### src/rtl/mem_arbiter.sv
// rtl/mem_arbiter.sv - two-requester arbiter (fetch / data) onto one shared memory port
//
// Ports:
//   clk, rst                      clock, synchronous active-high reset
//   i_req, i_addr                 fetch request and byte address
//   i_rdata, i_ready              fetched word (registered), one-cycle completion pulse
//   d_rd, d_wr, d_addr, d_wdata   data read/write request, address, write data
//   d_rdata, d_ready              loaded word (registered), one-cycle completion pulse
//   stall_if, stall_mem           combinational stalls to the IF and MEM stages
//   mem_req, mem_we               shared memory request / write enable (registered)
//   mem_addr, mem_wdata           shared memory address / write data (registered)
//   mem_rdata, mem_ack            memory read data, one-cycle completion pulse
module mem_arbiter #(
  parameter int STARVE_LIMIT = 4
) (
  input  logic        clk,
  input  logic        rst,
  input  logic        i_req,
  input  logic [31:0] i_addr,
  output logic [31:0] i_rdata,
  output logic        i_ready,
  input  logic        d_rd,
  input  logic        d_wr,
  input  logic [31:0] d_addr,
  input  logic [31:0] d_wdata,
  output logic [31:0] d_rdata,
  output logic        d_ready,
  output logic        stall_if,
  output logic        stall_mem,
  output logic        mem_req,
  output logic        mem_we,
  output logic [31:0] mem_addr,
  output logic [31:0] mem_wdata,
  input  logic [31:0] mem_rdata,
  input  logic        mem_ack
);

  typedef enum logic [2:0] {IDLE, BUSY_I, BUSY_D, RESP_I, RESP_D} state_t;

  localparam logic [2:0] LIMIT = 3'(STARVE_LIMIT);

  state_t     r_state;
  logic [2:0] r_streak;

  logic w_d_req;
  logic w_d_grant;

  assign w_d_req = d_rd | d_wr;
  // Data wins unless the fetch side has been starved for LIMIT grants.
  // With no fetch waiting, a saturated streak must not block data traffic.
  assign w_d_grant = w_d_req && ((r_streak < LIMIT) || !i_req);

  assign stall_if  = i_req & ~i_ready;
  assign stall_mem = w_d_req & ~d_ready;

  always_ff @(posedge clk) begin
    if (rst) begin
      r_state   <= IDLE;
      r_streak  <= 3'd0;
      mem_req   <= 1'b0;
      mem_we    <= 1'b0;
      mem_addr  <= 32'd0;
      mem_wdata <= 32'd0;
      i_rdata   <= 32'd0;
      d_rdata   <= 32'd0;
      i_ready   <= 1'b0;
      d_ready   <= 1'b0;
    end else begin
      i_ready <= 1'b0;
      d_ready <= 1'b0;
      case (r_state)
        IDLE: begin
          if (w_d_grant) begin
            r_state   <= BUSY_D;
            mem_req   <= 1'b1;
            mem_we    <= d_wr;   // read+write together is a write
            mem_addr  <= d_addr;
            mem_wdata <= d_wdata;
            // Streak only grows while a fetch is actually waiting
            r_streak  <= i_req ? r_streak + 3'd1 : 3'd0;
          end else if (i_req) begin
            r_state   <= BUSY_I;
            mem_req   <= 1'b1;
            mem_we    <= 1'b0;
            mem_addr  <= i_addr;
            mem_wdata <= 32'd0;
            r_streak  <= 3'd0;
          end
        end
        BUSY_I: begin
          if (mem_ack) begin
            r_state <= RESP_I;
            mem_req <= 1'b0;
            i_rdata <= mem_rdata;
            i_ready <= 1'b1;
          end
        end
        BUSY_D: begin
          if (mem_ack) begin
            r_state <= RESP_D;
            mem_req <= 1'b0;
            if (!mem_we) d_rdata <= mem_rdata;
            d_ready <= 1'b1;
          end
        end
        RESP_I, RESP_D: r_state <= IDLE;
        default: r_state <= IDLE;
      endcase
    end
  end

endmodule

### config.mk
export PLATFORM = sky130hd
export DESIGN_NAME = mem_arbiter
export DESIGN_NICKNAME = d
export VERILOG_FILES = /design/src/rtl/mem_arbiter.sv
export SDC_FILE = /design/constraint.sdc
export NUM_CORES = 1
export LEC_CHECK = 0
export CAP_MARGIN = 10
export CORE_UTILIZATION = 25
export DETAILED_ROUTE_END_ITERATION = 16
export GPL_ROUTABILITY_DRIVEN = 0
export PLACE_DENSITY = 0.53
export REMOVE_ABC_BUFFERS = 1
export SLEW_MARGIN = 0
export SYNTH_ARGS = -nofsm -noshare
export SYNTH_HDL_FRONTEND = slang
export SYNTH_SLANG_ARGS = --single-unit
### constraint.sdc
create_clock -name clk -period 1.5 [get_ports clk]
set_input_delay 0.45 -clock clk [delete_from_list [all_inputs] [get_ports clk]]
set_output_delay 0.45 -clock clk [all_outputs]
set_load 0.02 [all_outputs]
==> results.cfg <==
[outcome]
status = finished, final reports clean

[place]
post_dp_cell_area_sq_mm = 0.00867
port_buffers = 267
hpwl_um = 13200

[clock_tree]
cts_tree = done
cts-root-buf = clkbuf_16
clock_path_buffers = 2
clk_latency_ns = 0.41
clkSlewWorstSetupHoldPaths_ns = 0.06
cts_htree_levels = 4
cts_sinks = 138
numCtsBuffers = 17

[floorplan]
io_pins = 268
dieArea_sq_mm = 0.0222
rows = 53
die_h_um = 149
coreArea_sq_mm = 0.0211
die_w_um = 149
start_util_pct = 25.6

[critical_path]
critPathKind = flip-flop to output pin
reg2reg_to = mem_addr[16]
ff2ff_path_depth = 6
critical-path-top-delay-family = flip-flops
crit_chain = clkdlybuf4s15_2
crit_path_start_kind = flip-flop
slowest_stage = dfxtp_1
critPathCaptureType = output pin
cp.required_ns = 1.05
r2r_setup_slack_ns = 0.06
cp.arrival_ns = 1.01
slowest_delay_ns = 0.33
r2r_start = r_state[2]
cp_max_fo = 2
critical_path_buf_inv_count = 1

[sta]
post-route-min-period_ns = 1.46
hold_violations = 0
fin_tns_setup_ns = 0
relSlewSlack_pct = 79.8
skew_ns = 0.00989
fmax_ghz = 0.686
final_max_slew_viol_count = 0
rsz0062_at_grt = true
min_period_over_period_pct = 97.2
tightest_slew_ns = 0.303
finalSetupViolCount = 0

[detailed_routing]
vias = 5788
firstDrtPassIters = 5
wl_met3_um = 1840
drt-met1-wl_um = 8560
routed_wl_um = 19800
viasPerCell = 4.74
drt_iter0_drc = 253
drc = 0
top_layer = met4
drtAntennaViolNets = 0
wl_per_cell_um = 16.3
wl_met2_um = 9130

[cells_and_area]
syn_to_final_growth_pct = 67.3
nets = 1065
final_cell_mix = 136 x dfxtp_1, 134 x a21oi_1, 129 x nand2_1
drive_gt1_share_pct = 24.3
layout_commonest_cell = dfxtp_1
final_area_sq_mm = 0.00902

[logic_synthesis]
synthFlopType = dfxtp_1
synthCells = 666
synth_edf_count = 0
ys_seq_elements = 138
async_flop_share_pct = 0
netlist_area_sq_mm = 0.00539
ys.warnings.count = 0
syn_avg_cell_area_sq_um = 8.10
synth-seq-area-share_pct = 51.2
ys_types = 29

[min_path]
whs_path_depth = 2
min_from = rst
hold_path_class = input port to flip-flop
hold_path_end = d_ready

[power_and_ir_drop]
p_per_area_mw_per_mm2 = 1190
sw_frac_of_total_pct = 27.1
p_comb_share_pct = 19.2
p_int_mw = 7.85
clkPwrFrac_pct = 43.2
peakVddDrop_uv = 717
seqPwrFrac_pct = 37.5
p_sw_mw = 2.92
p_leak_nw = 3.49

[global_routing]
antenna_found_initial = 2
grt_pass1_wl_um = 31000
grt_pass1_vias = 5705
track_usage_pct = 17.9
grt_overflow = 0
grt_start_max_net_pins = 53

[job]
cap_violations = 0
==> layout make-up <==
type,instances,area (sq um)
inverter,1,3.75
sequential,138,2770
clock buffer,19,433
tap,275,344
multi-input combinational,457,2390
clock inverter,13,215
antenna,2,5.00
timing repair buffer,315,2860
fill,2227,12100
==> power by group through the flow <==
stage,clock network (mW),logic [mW],registers (mW)
floorplan,0,0.572,4.43
global placement,0,2.26,4.12
detailed placement,0,2.25,4.12
CTS,4.81,2.18,4.05
global route,4.96,2.25,4.07
finish,4.65,2.07,4.04
==> state kept, by name, summed over array words and instances, names as in the netlist <==
signal	count
d_rdata	32
i_rdata	32
mem_addr	32
mem_wdata	32
r_state	3
r_streak	3
d_ready	1
i_ready	1
mem_req	1
mem_we	1
==> worst max path at each step <==
stage / start / depth (start not counted) / slack, ns / to
after floorplan: r_state[1] / 3 / -1.77 / d_rdata[0]
after global placement: d_rd / 5 / -0.77 / stall_mem
after detailed placement: d_rd / 5 / -0.77 / stall_mem
after CTS: d_wr / 5 / -0.002 / stall_mem
after global routing: r_state[2] / 6 / -0.03 / mem_wdata[19]
final: d_rdata[24] / 1 / 0.04 / d_rdata[24]
==> per-layer routing <==
layer,vias up,global-route usage [%]
li1,2880,-
met1,2673,21.6
met2,216,29.1
met3,19,6.97
met4,0,5.97
met5,-,0
==> cell usage after synthesis, drive strengths merged, types with 2 or more instances <==
master | count | share of area (%)
a311oi | 32 | 5.2
nor2 | 6 | 0.46
nand2 | 129 | 9.0
a21oi | 134 | 12
nor3 | 4 | 0.56
nand4bb | 2 | 0.42
nor4 | 2 | 0.23
buf | 18 | 1.9
or3 | 3 | 0.44
o21ai | 68 | 6.3
dfxtp | 138 | 51
nor4bb | 2 | 0.37
clkbuf | 52 | 3.6
nand3 | 65 | 6.0
==> per-stage QoR <==
step           worst slack [ns]  hold WS (ns)  cells  power, mW  util, %
5_1_grt                 -0.0264         0.406   1219       11.3     42.8
4_1_cts                -0.00221         0.397   1218       11.0     44.9
6_report                 0.0417         0.416   1220       10.8     42.8
2_1_floorplan             -1.77         0.447    596       5.00        -
3_3_place_gp             -0.775         0.441   1184       6.38     41.1
3_5_place_dp             -0.768         0.444   1184       6.38     41.1
==> what timing repair did <==
action                                  in CTS  in global routing
hold endpoints to repair                     0                  0
buffers inserted                             1                  0
endpoints found under the setup margin     208                130
resized for setup                          424                 88
hold buffers                                 0                  0
cloned                                       1                  0
pin swaps                                    1                  5
==> cell families (layout without fill, tap and decap cells) <==
kind of cell,Yosys count,in the layout,share of synthesized area [%]
compound gates,237,237,24.5
xor+xnor,1,1,0.162
fa+ha+maj,1,1,0.232
buf+inv,71,348,5.59
flops,138,138,51.2
mux,1,1,0.209
other cells,0,2,0
simple gates,217,217,18.0
Power figures use the tool's default switching activity.
